File: src/rtl/byte_word_packer.sv
// byte_word_packer
//
// Receive-side packer: collects consecutive bytes from an 8-bit stream into a
// BYTES-wide little-endian word and presents each completed word on a
// valid/ready output port. A byte flagged in_last closes the word early.
//
// Ports:
//   clk        single clock, all state on rising edge
//   reset      synchronous, active-high
//   data_in    incoming byte
//   in_valid   data_in/in_last valid this cycle
//   in_last    current byte closes the word
//   in_ready   block can accept a byte (combinational from out_valid/out_ready)
//   data_out   packed word, byte k in bits [8k+7:8k]
//   out_keep   bit k set when lane k holds received data
//   out_valid  data_out/out_keep hold a word
//   out_ready  downstream takes the word this cycle
module byte_word_packer #(
    parameter int unsigned BYTES = 4,
    parameter int unsigned CW    = 3
) (
    input  logic                 clk,
    input  logic                 reset,
    input  logic [7:0]           data_in,
    input  logic                 in_valid,
    input  logic                 in_last,
    output logic                 in_ready,
    output logic [8*BYTES-1:0]   data_out,
    output logic [BYTES-1:0]     out_keep,
    output logic                 out_valid,
    input  logic                 out_ready
);

    // Partial-word state
    logic [8*BYTES-1:0] acc_q, acc_d;
    logic [BYTES-1:0]   acc_keep_q, acc_keep_d;
    logic [CW-1:0]      idx_q, idx_d;

    // Registered output word
    logic [8*BYTES-1:0] data_out_q, data_out_d;
    logic [BYTES-1:0]   out_keep_q, out_keep_d;
    logic               out_valid_q, out_valid_d;

    // Accumulator with the current byte merged into lane idx
    logic [8*BYTES-1:0] merged;
    logic [BYTES-1:0]   merged_keep;

    logic accept;
    logic complete;

    // The output register is free when empty or being drained this edge, so a
    // new word can land on the same edge the old one leaves.
    assign in_ready = !out_valid_q || out_ready;
    assign accept   = in_valid && in_ready;
    assign complete = accept && (in_last || (idx_q == CW'(BYTES - 1)));

    always_comb begin
        merged      = acc_q;
        merged_keep = acc_keep_q;
        for (int unsigned k = 0; k < BYTES; k++) begin
            if (idx_q == CW'(k)) begin
                merged[8*k +: 8] = data_in;
                merged_keep[k]   = 1'b1;
            end
        end
    end

    always_comb begin
        acc_d       = acc_q;
        acc_keep_d  = acc_keep_q;
        idx_d       = idx_q;
        data_out_d  = data_out_q;
        out_keep_d  = out_keep_q;
        out_valid_d = out_valid_q;

        if (out_valid_q && out_ready) begin
            out_valid_d = 1'b0;
        end

        if (accept) begin
            if (complete) begin
                // Unwritten lanes read 0 because acc is cleared after every word.
                data_out_d  = merged;
                out_keep_d  = merged_keep;
                out_valid_d = 1'b1;
                acc_d       = '0;
                acc_keep_d  = '0;
                idx_d       = '0;
            end else begin
                acc_d      = merged;
                acc_keep_d = merged_keep;
                idx_d      = idx_q + CW'(1);
            end
        end
    end

    always_ff @(posedge clk) begin
        if (reset) begin
            acc_q       <= '0;
            acc_keep_q  <= '0;
            idx_q       <= '0;
            data_out_q  <= '0;
            out_keep_q  <= '0;
            out_valid_q <= 1'b0;
        end else begin
            acc_q       <= acc_d;
            acc_keep_q  <= acc_keep_d;
            idx_q       <= idx_d;
            data_out_q  <= data_out_d;
            out_keep_q  <= out_keep_d;
            out_valid_q <= out_valid_d;
        end
    end

    assign data_out  = data_out_q;
    assign out_keep  = out_keep_q;
    assign out_valid = out_valid_q;

endmodule

File: config.mk
export PLATFORM = sky130hd
export DESIGN_NAME = byte_word_packer
export DESIGN_NICKNAME = d
export VERILOG_FILES = /design/src/rtl/byte_word_packer.sv
export SDC_FILE = /design/constraint.sdc
export NUM_CORES = 1
export LEC_CHECK = 0
export ABC_AREA = 1
export CORE_MARGIN = 5
export CORE_UTILIZATION = 45
export CTS_CLUSTER_DIAMETER = 200
export DETAILED_ROUTE_END_ITERATION = 10
export GPL_ROUTABILITY_DRIVEN = 0
export PLACE_DENSITY = 0.67
export SLEW_MARGIN = 20
export SYNTH_ARGS = -nofsm -noshare
export SYNTH_HDL_FRONTEND = slang
export SYNTH_SLANG_ARGS = --single-unit
File: constraint.sdc
create_clock -name clk -period 4.7 [get_ports clk]
set_clock_uncertainty 0.2 [all_clocks]
set_input_delay 0.705 -clock clk [delete_from_list [all_inputs] [get_ports clk]]
set_output_delay 0.705 -clock clk [all_outputs]
set_load 0.03 [all_outputs]
Word-level counts from Yosys, hierarchy flattened

Cells that the tools add are included.

Bits in latches: 0
Logic and storage cells: 32
Bits in writable memories: 0
Memories: 0
ROM bits: 0
Input bits: 13
Flip-flop bits (word level): 76
Output and inout port bits: 38

Eq/ne operators: 3
Multiplexer cells: 14
$mul: 0
Add/sub/neg operators: 1
Magnitude comparators: 0
Bitwise operators: 0
Shift operators: 0
Reductions and logical operators: 8
Div/mod/pow operators: 0

Operator list:

| kind                                                                  | count |
|---|---|
| 32-bit two-way mux                                                    | 1 |
| 8-bit two-way mux                                                     | 4 |
| 1-bit two-way mux                                                     | 7 |
| 3-bit by 2-bit equality test with 1-bit output, second input constant | 2 |
| 4-bit two-way mux                                                     | 1 |
| 3-bit by 1-bit adder with 3-bit output, second input constant         | 1 |
| 3-bit by 1-bit equality test with 1-bit output, second input constant | 1 |
| 1-bit logical AND                                                     | 3 |
| 3-bit logical NOT                                                     | 1 |
| 3-bit two-way mux                                                     | 1 |
| 1-bit logical OR                                                      | 2 |
| 2-bit AND reduction                                                   | 1 |
| 1-bit logical NOT                                                     | 1 |

Depth between registers and ports, before layout

Depth in word-level cells: 6
Depth in mapped cells: 10
Mapped depth without buffers: 8

Worst setup path before layout

Ideal clock, no wire load.

Kind: input to output
Start point: input port out_ready
End point: output port in_ready
Path buffers: 0
Stages: 2
Setup slack: 2.883 ns
Arrival: 0.912 ns
Cells stage by stage: inv_2 > nand2_2

Longest elaborated chain between the ends: 1

RTL lines:

| item             | line | RTL |
|---|---|---|
| from (decl)      | 31   | `input logic out_ready` |
| 1-bit logical OR | 53   | `assign in_ready = !out_valid_q \|\| out_ready;` |
| to (decl)        | 27   | `output logic in_ready,` |

Every way passes these cells.

Worst setup path in the final report

Ends and elaborated chain as after synthesis.

==> flow_summary.toml <==
[grt]
first_global_vias = 3492
grt_pass1_wl_microns = 16890
antenna_found_initial = 0
grt-ovfl-total = 0
track_usage_pct = 18.39
grt_max_degree = 55

[die]
fp-row-count = 35
fp.dieArea_sq_um = 11210
io_pins = 51
die_x_microns = 105.9
core_sq_um = 9109
die_h_microns = 105.9
initial_core_util_pct = 45.43

[sta]
period_share_pct = 61.92
hold_viol = 0
tns_ns = 0
worst_pin_slew_ns = 0.8977
rsz0062_at_grt = "no"
fmax_ghz = 0.3436
finalSetupViolCount = 0
slew_headroom_pct = 40.07
fin_crit_ns = 2.910
drv_slew = 0

[routing]
met1_length_microns = 5054
vias = 3800
drc = 0
drt_iter0_markers = 182
final_antenna_net_count = 0
wl_per_cell_microns = 12.83
top_layer_used = "met4"
routed_wl_microns = 10080
wl_met3_microns = 544
viasPerCell = 4.835
drt-pass1-iter-count = 6
wl_met2_microns = 4285

[setup_path]
critical_path.max_stage_delay_ns = 0.68
crit_top_cell = "clkdlybuf4s50_1"
crit_slowest_cell = "clkdlybuf4s50_1"
critPathLaunchType = "input pin"
crit_family = "buffers and inverters"
worstPathCellList = "clkdlybuf4s50_1, inv_2, nand2_2, clkdlybuf4s50_1"
regToRegSetupSlack_ns = 2.10
endpoint_kind = "output pin"
critPathMaxFanout = 3
path_buf_inv = 3
cp.depth = 4
r2r_end = "data_out[30]$_SDFFE_PP0P_"
reg2reg_from = "idx_q[2]$_SDFFE_PP0P_"
crit_type = "in2out"
critPathArrivalTime_ns = 2.01
cp_data_required_time_ns = 3.80
reg2reg_depth = 6

[pwr]
switching_share_pct = 29.30
seq_power_share_pct = 45.7
p_clk_share_pct = 37.1
powerDensity_nw_per_um2 = 313.4
internal_power_mw = 1.053
combPwrFrac_pct = 17.2
p_leak_nw = 2.186
switchingPower_mw = 0.4365
peakVddDrop_v = 0.0001638

[clock_network]
cts_resized = 0
h-tree-depth = 3
ctsHoldBuffers = 0
cts_sinks = 76
clkTransAtPathRegs_ns = 0.09
root_buffer = "clkbuf_8"
cts_max_path_buffers = 2
cts_tree = "yes"
cts_setup_buffers = 0
cts_buffers = 9
clkLatencyLatePin_ns = 0.36

[run_status]
status = "finished, final reports clean"

[yosys]
synthCells = 643
synth_area_sq_um = 4138
synth_seq_area_share_pct = 36.77
yosysWarningCount = 0
synth_top_area_cell = "dfxtp_1"
synth_top_cells_by_area = "dfxtp_1 (37%), nand2_1 (23%), inv_1 (8.4%)"
yosysTopAreaCellShare_pct = 36.77
syn_nets = 661
syn_avg_cell_area_sq_um = 6.435
ys_types = 25
ys_ff_latch = 76

[layout]
final_cell_area_sq_um = 4753
drive_above_1_share_pct = 10.22
fillerInstances = 951
antenna_cells = 0
syn2layout_area_growth_pct = 14.88
fin_nets = 688

[placement]
hpwl_microns = 6676
placed_area_sq_um = 4537
place.port_buffers = 50

[hold_path]
hold_end = "acc_keep_q[3]$_SDFFE_PP0P_"
hold_path_startpoint = "acc_keep_q[3]$_SDFFE_PP0P_"
hp-class = "reg2reg"
hold_depth = 2

[job]
maxCapViolations = 0
[placed cells by master (no fill, tap or decap), drive strengths merged]
master / instances
nand2: 275
inv: 98
dfxtp: 76
nand3: 64
clkdlybuf4s50: 49
a21oi: 40
nor2: 38
clkbuf: 10
o21ai: 9
ha: 5
buf: 3
clkinv: 3
bufinv: 2
clkinvlp: 2
or2: 1
[cell usage after synthesis]
| library cell | instances |
|---|---|
| a21oi_1 | 17 |
| a21oi_2 | 22 |
| a21oi_4 | 1 |
| buf_1 | 3 |
| buf_12 | 1 |
| buf_2 | 19 |
| buf_4 | 2 |
| buf_6 | 6 |
| buf_8 | 2 |
| clkbuf_1 | 3 |
| clkinv_1 | 1 |
| dfxtp_1 | 76 |
| ha_1 | 5 |
| inv_1 | 93 |
| inv_2 | 4 |
| inv_4 | 1 |
| nand2_1 | 256 |
| nand2_2 | 17 |
| nand2_4 | 2 |
| nand3_1 | 64 |
| nor2_1 | 35 |
| nor2_4 | 2 |
| nor2_8 | 1 |
| o21ai_0 | 9 |
| or2_2 | 1 |
[power groups by stage]
stage | Sequential (mW) | Clock [mW] | Combinational [mW]
3_5_place_dp | 0.696 | 0 | 0.256
6_report | 0.681 | 0.552 | 0.257
5_1_grt | 0.684 | 0.587 | 0.284
4_1_cts | 0.681 | 0.560 | 0.258
3_3_place_gp | 0.695 | 0 | 0.255
2_1_floorplan | 0.730 | 0 | 0.150
[registers in the layout, summed over array words and instances, names as in the netlist]
| register | flops |
|---|---|
| data_out | 32 |
| acc_q | 32 |
| idx_q | 3 |
| out_keep | 4 |
| acc_keep_q | 4 |
| out_valid | 1 |
[worst max-delay path by stage]
stage	startpoint	endpoint	slack, ns
after floorplan	out_ready	in_ready	2.88
after global placement	out_ready	in_ready	1.78
after detailed placement	out_ready	in_ready	1.79
after CTS	out_ready	in_ready	1.78
after global routing	out_ready	in_ready	1.76
final	out_ready	in_ready	1.79
[per-stage QoR]
stage                     total power [mW]  std cells  hold WS [ns]  utilization, %  setup slack, ns
after floorplan                     0.8796        643        0.2155               -            2.883
after global placement              0.9497        770        0.2270           49.81            1.785
after detailed placement            0.9522        770        0.2341           49.81            1.788
after CTS                            1.499        786        0.2505           52.18            1.781
after global routing                 1.555        786        0.2651           52.18            1.756
final                                1.490        786        0.2505           52.18            1.790
[logic make-up after synthesis]
| logic type | after synthesis | synth area share, % |
|---|---|---|
| AOI/OAI and AO/OA | 49 | 8.195 |
| adders and majority gates | 5 | 1.512 |
| buffers and inverters | 135 | 15.09 |
| DFF | 76 | 36.77 |
| and+or+nand+nor | 378 | 38.43 |
[tightest hold or removal path: stages, from the launching register on]
cell	delay, ns
dfxtp_1	0.31
inv_1	0.06
nor2_1	0.04
[per-layer routing]
layer / up-vias / track usage (%)
li1: 1982 / -
met1: 1704 / 25.75
met2: 96 / 28.32
met3: 18 / 3.886
met4: 0 / 5.828
met5: - / 0
[area by class of cell]
class / instances / area, sq um / area share (%)
Inverter: 99 / 374.1 / 7.870
Tap cell: 111 / 138.9 / 2.922
Clock buffer: 10 / 127.6 / 2.685
Timing Repair Buffer: 52 / 510.5 / 10.74
Clock inverter: 6 / 88.84 / 1.869
Sequential cell: 76 / 1521 / 32.01
Multi-Input combinational cell: 432 / 1992 / 41.91
Note: power is estimated with default switching activity, not from simulation.
